`config.mk`:
```
export PLATFORM = sky130hd
export DESIGN_NAME = rect_fill_engine
export DESIGN_NICKNAME = d
export VERILOG_FILES = /design/src/rtl/rect_fill_engine.sv
export SDC_FILE = /design/constraint.sdc
export NUM_CORES = 1
export LEC_CHECK = 0
export BUFFER_PORTS_ARGS = -buffer_cell sky130_fd_sc_hd__buf_2
export CORE_ASPECT_RATIO = 1.4
export CORE_MARGIN = 2
export CORE_UTILIZATION = 60
export DETAILED_ROUTE_END_ITERATION = 8
export HOLD_SLACK_MARGIN = 0.06
export PLACE_DENSITY_LB_ADDON = 0.1
export SETUP_SLACK_MARGIN = 0.4
export SYNTH_ARGS = -nofsm -noshare
export SYNTH_HDL_FRONTEND = slang
export SYNTH_SLANG_ARGS = --single-unit
```
`constraint.sdc`:
```
create_clock -name clk -period 12.35 [get_ports clk]
set_clock_uncertainty 0.2 [all_clocks]
set_input_delay 1.235 -clock clk [delete_from_list [all_inputs] [get_ports clk]]
set_output_delay 1.235 -clock clk [all_outputs]
set_load 0.01 [all_outputs]
```
`src/rtl/rect_fill_engine.sv`:
```
// ---------------------------------------------------------------------------
// rect_fill_engine
//
// Fills a clipped rectangle of the FB_DIM x FB_DIM framebuffer with one solid
// colour. It drives the video memory port directly, one aligned word per
// cycle, and packs pixels for the selected depth (24/16/8/4 bpp). A 4bpp word
// whose edge byte is only half covered is read first, then written back with
// the covered nibbles replaced (read-modify-write).
//
// Ports
//   clk, rst_n        clock, asynchronous active-low reset
//   start             1-cycle command strobe, only sampled while idle
//   x0, y0            top-left pixel of the rectangle
//   w, h              width / height in pixels (0..128), clipped at the edge
//   color             RGB888 fill colour
//   depth             0=24bpp 1=16bpp 2=8bpp 3=4bpp
//   base              framebuffer base word address
//   busy, done        command in progress / 1-cycle completion pulse
//   mem_en, mem_we    memory access enable, byte write enables (0 = read)
//   mem_addr          {1'b0, word address}; bit 15 is always 0
//   mem_write         write data
//   mem_read          read data, valid the cycle after a read access
// ---------------------------------------------------------------------------
module rect_fill_engine #(
  parameter int FB_DIM = 128,
  parameter int ADDR_W = 15
) (
  input  logic              clk,
  input  logic              rst_n,
  input  logic              start,
  input  logic [6:0]        x0,
  input  logic [6:0]        y0,
  input  logic [7:0]        w,
  input  logic [7:0]        h,
  input  logic [23:0]       color,
  input  logic [1:0]        depth,
  input  logic [ADDR_W-1:0] base,
  output logic              busy,
  output logic              done,
  output logic              mem_en,
  output logic [3:0]        mem_we,
  output logic [15:0]       mem_addr,
  output logic [31:0]       mem_write,
  input  logic [31:0]       mem_read
);

  typedef enum logic [2:0] {IDLE, ROW, WR, RD, MRG, DONE} state_t;

  // Last covered coordinate, clipped to the framebuffer edge (len >= 1).
  function automatic logic [6:0] clip_end(input logic [6:0] first, input logic [7:0] len);
    logic [8:0] sum;
    sum = {2'b00, first} + {1'b0, len};
    if (sum >= 9'(FB_DIM)) return 7'(FB_DIM - 1);
    else                   return 7'(sum - 9'd1);
  endfunction

  // Pixel value replicated into every slot of a 32-bit word.
  function automatic logic [31:0] pack_color(input logic [23:0] c, input logic [1:0] d);
    logic [15:0] p16;
    logic [7:0]  p8;
    p16 = {c[23:19], c[15:10], c[7:3]};
    p8  = {c[23:21], c[15:13], c[7:6]};
    case (d)
      2'd0:    return {8'h00, c};
      2'd1:    return {2{p16}};
      2'd2:    return {4{p8}};
      default: return {8{c[23:20]}};
    endcase
  endfunction

  // Slots of word `word` whose x lies in [xl, xh]. Words never straddle a
  // row because FB_DIM is a multiple of the largest slot count (8).
  function automatic logic [7:0] slot_mask(input logic [13:0] word, input logic [1:0] s,
                                           input logic [6:0] xl, input logic [6:0] xh);
    logic [7:0] m;
    logic [6:0] px;
    logic [2:0] k3;
    // NOTE: m gets a value before any conditional update, so no path leaves it unassigned and no latch is inferred.
    m = '0;
    for (int k = 0; k < 8; k++) begin
      k3 = 3'(k);
      px = 7'(word << s) + 7'(k);
      if (((k3 >> s) == 3'd0) && (px >= xl) && (px <= xh)) m[k] = 1'b1;
    end
    return m;
  endfunction

  function automatic logic [3:0] byte_we(input logic [7:0] m, input logic [1:0] s);
    case (s)
      2'd0:    return 4'b1111;
      2'd1:    return {m[1], m[1], m[0], m[0]};
      2'd2:    return m[3:0];
      default: return {m[7] & m[6], m[5] & m[4], m[3] & m[2], m[1] & m[0]};
    endcase
  endfunction

  function automatic logic [31:0] nib_expand(input logic [7:0] m);
    logic [31:0] r;
    r = '0;
    for (int k = 0; k < 8; k++) r[4*k +: 4] = {4{m[k]}};
    return r;
  endfunction

  state_t            state;
  logic [6:0]        x0_q, xe_q, ye_q, y_q;
  logic [1:0]        s_q;
  logic [ADDR_W-1:0] base_q, addr_q;
  logic [31:0]       p_q, wdata_q;
  logic [13:0]       wp, lw;        // current / last word index of the row
  logic [7:0]        nib_q;         // slot mask of the word on the bus

  logic [13:0] row_first, row_last, next_word;
  logic [7:0]  next_mask;
  logic [3:0]  next_we;
  logic        next_partial, issue, row_end;

  assign row_first = {y_q, x0_q} >> s_q;
  assign row_last  = {y_q, xe_q} >> s_q;
  assign row_end   = (wp == lw);
  assign next_word = (state == ROW) ? row_first : wp + 14'd1;
  assign next_mask = slot_mask(next_word, s_q, x0_q, xe_q);
  assign next_we   = byte_we(next_mask, s_q);
  // A 4bpp byte with exactly one covered nibble cannot be written with byte enables.
  assign next_partial = (s_q == 2'd3) &&
                        (|{next_mask[7] ^ next_mask[6], next_mask[5] ^ next_mask[4],
                           next_mask[3] ^ next_mask[2], next_mask[1] ^ next_mask[0]});
  assign issue = (state == ROW) || (((state == WR) || (state == MRG)) && !row_end);

  assign mem_addr = {{(16 - ADDR_W){1'b0}}, addr_q};
  // Read data only arrives in the MRG cycle, so the merge is combinational
  // from mem_read; this keeps a read-modify-write at one extra cycle.
  assign mem_write = (state == MRG)
                   ? ((wdata_q & nib_expand(nib_q)) | (mem_read & ~nib_expand(nib_q)))
                   : wdata_q;

  always_ff @(posedge clk or negedge rst_n) begin
    if (!rst_n) begin
      // NOTE: command registers are reset as well, so an aborted fill leaves no stale state behind.
      state   <= IDLE;
      busy    <= 1'b0;
      done    <= 1'b0;
      mem_en  <= 1'b0;
      mem_we  <= 4'h0;
      addr_q  <= '0;
      wdata_q <= '0;
      x0_q    <= '0;
      xe_q    <= '0;
      ye_q    <= '0;
      y_q     <= '0;
      s_q     <= '0;
      base_q  <= '0;
      p_q     <= '0;
      wp      <= '0;
      lw      <= '0;
      nib_q   <= '0;
    end else begin
      // NOTE: non-blocking assignments here, so every register sees pre-edge values regardless of statement order.
      done <= 1'b0;
      case (state)
        IDLE: begin
          mem_en <= 1'b0;
          mem_we <= 4'h0;
          if (start) begin
            x0_q   <= x0;
            y_q    <= y0;
            xe_q   <= clip_end(x0, w);
            ye_q   <= clip_end(y0, h);
            s_q    <= depth;
            base_q <= base;
            p_q    <= pack_color(color, depth);
            if (w == 8'd0 || h == 8'd0) begin
              done  <= 1'b1;
              state <= DONE;
            end else begin
              busy  <= 1'b1;
              state <= ROW;
            end
          end
        end
        ROW: lw <= row_last;
        WR, MRG: begin
          if (row_end) begin
            mem_en <= 1'b0;
            mem_we <= 4'h0;
            if (y_q < ye_q) begin
              y_q   <= y_q + 7'd1;
              state <= ROW;
            end else begin
              busy  <= 1'b0;
              done  <= 1'b1;
              state <= DONE;
            end
          end
        end
        RD: begin
          mem_we <= 4'hF;
          state  <= MRG;
        end
        DONE:    state <= IDLE;
        default: state <= IDLE;
      endcase

      // Put the next word of the row on the bus.
      if (issue) begin
        wp      <= next_word;
        mem_en  <= 1'b1;
        addr_q  <= base_q + ADDR_W'(next_word);
        wdata_q <= p_q;
        nib_q   <= next_mask;
        if (next_partial) begin
          mem_we <= 4'h0;
          state  <= RD;
        end else begin
          mem_we <= next_we;
          state  <= WR;
        end
      end
    end
  end

endmodule
```
After elaboration in Yosys (flattened, before gate mapping)
Index checks and enable logic that the tools add are counted.

Bits in registers: 170. Input port bits: 106.

$add $sub $neg: 14. Order comparisons: 19. Equal/unequal tests: 18. Shift-type cells: 11. Multiplexer cells: 42. Bitwise gates (word level): 12. Reduce and logical (&&, ||, !) cells: 46.

Operators with widths (number): $pmux 32 s3 (1); $and 32x32->32 (2); $ge 7x7->1 (8); $le 7x7->1 (8); $mux 7 (5); $mux 32 (1); $not 32->32 (1); $or 32x32->32 (1); $add 7x3->7 const B (4); $shr 14x2->14 (2); $logic_not 3->1 (9); $pmux 4 s3 (2); $mux 1 (19); $add 7x8->9 (2); $ge 9x8->1 const B (2); $logic_and 1x1->1 (18); $logic_not 8->1 (2); $add 15x14->15 (1); $mux 3 (5); $add 14x1->14 const B (1); $add 7x1->7 const B (2); $add 7x2->7 const B (2); $eq 14x14->1 (1); $mux 14 (1); 31 further kinds (62).

Longest topological paths before layout
Depth in word-level cells: 13. Depth in mapped cells: 22. Mapped depth without buffers: 21.

Least setup slack after synthesis
OpenSTA, ideal clock, no wires.

Path type: flip-flop to flip-flop. Start: register state[2]. End: register mem_we[3]. Arrival: 4689 ps. Data required time: 12049 ps. Slack: 7360 ps. Cell stages (with the launch flop): 23. Clock period less this slack: 4990 ps. Cells stage by stage: dfrtp_1 -> buf_2 -> nor3b_4 -> buf_4 -> a21oi_1 -> a21oi_2 -> nor2_1 -> a21oi_4 -> inv_1 -> ha_1 -> clkbuf_1 -> a21o_1 -> xor2_1 -> ha_1 -> a21o_1 -> a21oi_1 -> o21ai_0 -> a21oi_1 -> nor3_1 -> ha_1 -> o41ai_1 -> a21oi_1 -> nor4_1.

Word-level cells in the longest chain between the ends: 13.

Ends and longest elaborated chain: start: declaration (RTL line 104) `state_t state;`; start signal: assignment (RTL line 139) `state <= IDLE;`; start signal: assignment (RTL line 173) `state <= DONE;`; start signal: assignment (RTL line 176) `state <= ROW;`; $eq 3x1->1 * (RTL line 120) `assign next_word = (state == ROW) ? row_first : wp + 14'd1;`; $mux 14 * (RTL line 120); $shl 14x2->7 * (RTL line 82) `px = 7'(word << s) + 7'(k);`; $add 7x3->7 * (RTL line 82); $ge 7x7->1 (RTL line 83) `if (((k3 >> s) == 3'd0) && (px >= xl) && (px <= xh)) m[k] = 1'b1;`; $logic_and 1x1->1 (RTL line 83); $logic_and 1x1->1 * (RTL line 83); $mux 1 * (RTL line 83); via next_mask[6] (RTL line 113) `logic [7:0] next_mask;`; $xor 1x1->1 (RTL line 125) `(|{next_mask[7] ^ next_mask[6], next_mask[5] ^ next_mask[4],`; $reduce_or 4->1 (RTL line 125); $logic_and 1x1->1 (RTL line 124) `assign next_partial = (s_q == 2'd3) &&`; $mux 4 * (RTL line 210) `if (next_partial) begin`; $mux 4 * (RTL line 204) `if (issue) begin`; end signal: assignment (RTL line 214) `mem_we <= next_we;`; end: declaration (RTL line 41) `output logic [3:0] mem_we,`.

The timed path passes the listed nets; every way through them passes the cells marked *. A chain may end at the register's enable or synchronous reset.

Worst setup path after layout
Start: register state[0]. End: register mem_we[3].

Word-level cells in the longest chain between the ends: 13.

Ends and longest elaborated chain: $eq 3x1->1 * (RTL line 120); $mux 14 * (RTL line 120); via next_word[1] (RTL line 112) `logic [13:0] row_first, row_last, next_word;`; $shl 14x2->7 * (RTL line 82); $add 7x2->7 * (RTL line 82); $ge 7x7->1 (RTL line 83); $logic_and 1x1->1 (RTL line 83); $logic_and 1x1->1 * (RTL line 83); $mux 1 * (RTL line 83); via next_mask[3] (RTL line 113); $xor 1x1->1 (RTL line 126) `next_mask[3] ^ next_mask[2], next_mask[1] ^ next_mask[0]});`; $reduce_or 4->1 (RTL line 125); $logic_and 1x1->1 (RTL line 124); $mux 4 * (RTL line 210); $mux 4 * (RTL line 204).

Marks and branches as above.

==> impl_metrics.yaml <==
global_route:
  grt_pass1_wl_mm: 57.41
  grt_pass1_vias: 11220
  antenna_found_initial: 0
  grt_start_max_net_pins: 77
  grt.overflow.total: 0
  track_usage: 0.3244
floorplan:
  die_w_um: 127.8
  die_h_um: 177.4
  core_mm2: 0.02113
  rows: 63
  dieArea_mm2: 0.02267
  start_util: 0.6097
  ioPinCount: 161
worst_setup_path:
  critPathMaxStageDelay_ns: 0.63
  worst_setup_path_start_kind: "flop"
  cp_top_family: "compound AO/OA/AOI/OAI gates"
  arrival_ns: 6.35
  slowest_stage: "o41ai_1"
  ff2ff_path_depth: 18
  worst-setup-path-type: "flop to flop"
  reg2reg_from: "state[0]$_DFFE_PN0P_"
  critPathBufInv: 2
  cp_data_required_time_ns: 12.48
  cp_max_fo: 30
  r2r_end: "mem_we[3]$_DFFE_PN0P_"
  cp.depth: 18
  endpoint_kind: "flop"
  worstPathCellList: "or3b_1 > buf_4 > o31ai_4 > a22o_1 > inv_1 > ha_1 > a21oi_1 > nor2_1 > xor2_1 > ha_1 > a21o_1 > a21oi_1 > a21oi_1 > a211oi_1 > ha_1 > o41ai_1 > a21oi_1 > nor4_1"
  cp_common_cell: "a21oi_1"
  r2r_setup_slack_ns: 6.13
routing:
  drt_iter0_markers: 812
  wl_per_cell_um: 19.09
  viasPerCell: 6.060
  drcViolationCount: 0
  drtAntennaViolNets: 0
  vias: 11340
  wl_mm: 35.72
  dr.pass1.iters: 5
synthesis:
  synthTopCellsByArea: "dfrtp_1 (33%), ha_1 (14%), nand2_1 (9.0%), o21ai_0 (4.2%), mux2_2 (4.1%)"
  synthCells: 1470
  yosysWarnings: 0
  synth.cell_area_mm2: 0.01288
  synth_edf_count: 0
  synth.top_cell.area_share: 0.3303
  synth-main-ff-cell: "dfrtp_1"
  async_flop_share: 1.000
  synth.avg_cell_area_um2: 8.763
  ys_seq_area_frac: 0.3303
  yosys.area.top_type: "dfrtp_1"
  yosys.cell_types.count: 80
  yosys_register_bits: 170
  syn_nets: 1724
clocking:
  h-tree-depth: 4
  path_clk_slew_ns: 0.07
  cts_tree: "built"
  post_cts_buffers: 0
  cts_resized: 0
  clockBufferDepth: 2
  root_buffer: "clkbuf_16"
  cts_hold_buffers: 0
  cts.sinks: 170
  clkLatencyLatePin_ns: 0.43
  cts-buffers-inserted: 17
run_status:
  outcome: "complete, no violations"
min_path:
  hold_path.class: "flop to flop"
  min_from: "wdata_q[16]$_DFFE_PN0N_"
  whs_endpoint: "wdata_q[16]$_DFFE_PN0N_"
  min_path_cells: 2
sta:
  fmax_mhz: 160.8
  max_slew_margin: 0.4563
  drv_slew: 0
  rsz0062_at_grt: "false"
  finalCritPeriodShare: 0.5035
  hold_viol_final: 0
  fin_setup_tns_ns: 0
  setup_viol: 0
  period_needed_ns: 6.218
  worst_pin_slew_ns: 0.8139
layout:
  diodes: 0
  drive_above_1_share: 0.1744
  final_common_cell: "nand2_1"
  layout.nets: 1852
  area_growth_pct: 11.97
  most-common-layout-cells: "nand2_1 (309), dfrtp_1 (169), buf_2 (158)"
  fill_cells: 1759
  register_area_mm2: 0.004255
  multi_input_area_mm2: 0.008188
place:
  port_buffers: 159
  gp_congestion: 0.9619
  dp_hpwl_mm: 26.46
job:
  cap_violations: 0
worst max-delay path by stage:
stage	startpoint	to	slack, ns
after global routing	s_q[0]$_DFFE_PN0P_	mem_we[3]$_DFFE_PN0P_	5.69
after floorplan	state[2]$_DFFE_PN0P_	mem_we[3]$_DFFE_PN0P_	7.36
after detailed placement	s_q[0]$_DFFE_PN0P_	mem_we[3]$_DFFE_PN0P_	6.30
final	state[0]$_DFFE_PN0P_	mem_we[3]$_DFFE_PN0P_	6.13
after CTS	state[0]$_DFFE_PN0P_	mem_we[3]$_DFFE_PN0P_	6.28
after global placement	state[1]$_DFFE_PN0P_	mem_we[3]$_DFFE_PN0P_	6.50
layout make-up:
class	instances	area share
clock buffers	17	0.02950
flip-flops and latches	170	0.2950
repair buffers	171	0.06185
clock inverters	15	0.01162
inverters	45	0.01171
multi-input cells	1193	0.5677
well taps	260	0.02256
routing by layer:
layer	GRT usage	wire, um	vias up
met1	0.3911	14190	5402
met3	0.04733	1786	113
li1	-	-	5429
met5	0	0	-
met2	0.5613	17930	395
met4	0.1685	1821	0
kinds of logic after synthesis:
logic type	Yosys count	share of synthesized area
adders and majority gates	148	0.1455
muxes	77	0.06974
and+or+nand+nor	525	0.1811
xor gates and xnor gates	91	0.06188
AOI/OAI and AO/OA	351	0.1764
DFF	170	0.3303
other	1	0.0002911
buffers and inverters	107	0.03487
flip-flops by register name, summed over array words and instances, names as in the netlist, 2 cells and up:
register,flops
base_q,15
p_q,32
lw,14
x0_q,7
wdata_q,32
mem_we,4
y_q,7
s_q,2
state,3
xe_q,7
wp,14
ye_q,7
addr_q,15
nib_q,8
synthesized netlist by cell type (all sizes together), types with 6 or more instances:
cell type  count
nand3         36
ha           145
xor2          46
a211oi        14
o22ai          8
o21ai        107
a32oi          7
nor2          83
nor2b         17
a21o          18
a22oi          9
and3          11
mux2i         20
dfrtp        170
nand4          6
clkbuf        34
nor3          14
a31oi         13
a21boi         7
nand2b        10
o21bai         8
and2           6
inv           45
mux2          52
a21oi        100
o211ai         9
nor4           8
buf           28
nand2        310
xnor2         45
o21a          12
worst reg2reg max path, delay by kind of cell (launching register included):
family	cells	cell delay, ns
AND/OR/NAND/NOR	3	0.78
flip-flops	1	0.59
AO/OA/AOI/OAI	9	2.92
XOR/XNOR	1	0.17
buffers and inverters	2	0.50
adder cells (fa/ha/maj)	3	0.94
stage by stage:
step	hold slack, ns	area (um^2)	utilization	setup WS, ns	cells
6_report	0.2690	14420	0.6827	6.132	1871
5_1_grt	0.2931	14420	0.6827	5.687	1871
4_1_cts	0.2710	14420	0.6827	6.284	1871
3_5_place_dp	0.2517	13830	0.6546	6.296	1839
3_3_place_gp	0.2516	13830	0.6546	6.497	1839
2_1_floorplan	0.2348	12880	-	7.360	1470
Power is left out: the tool's default activity adds up to more than one toggle a clock period on the data nets, which glitch-free logic cannot reach.
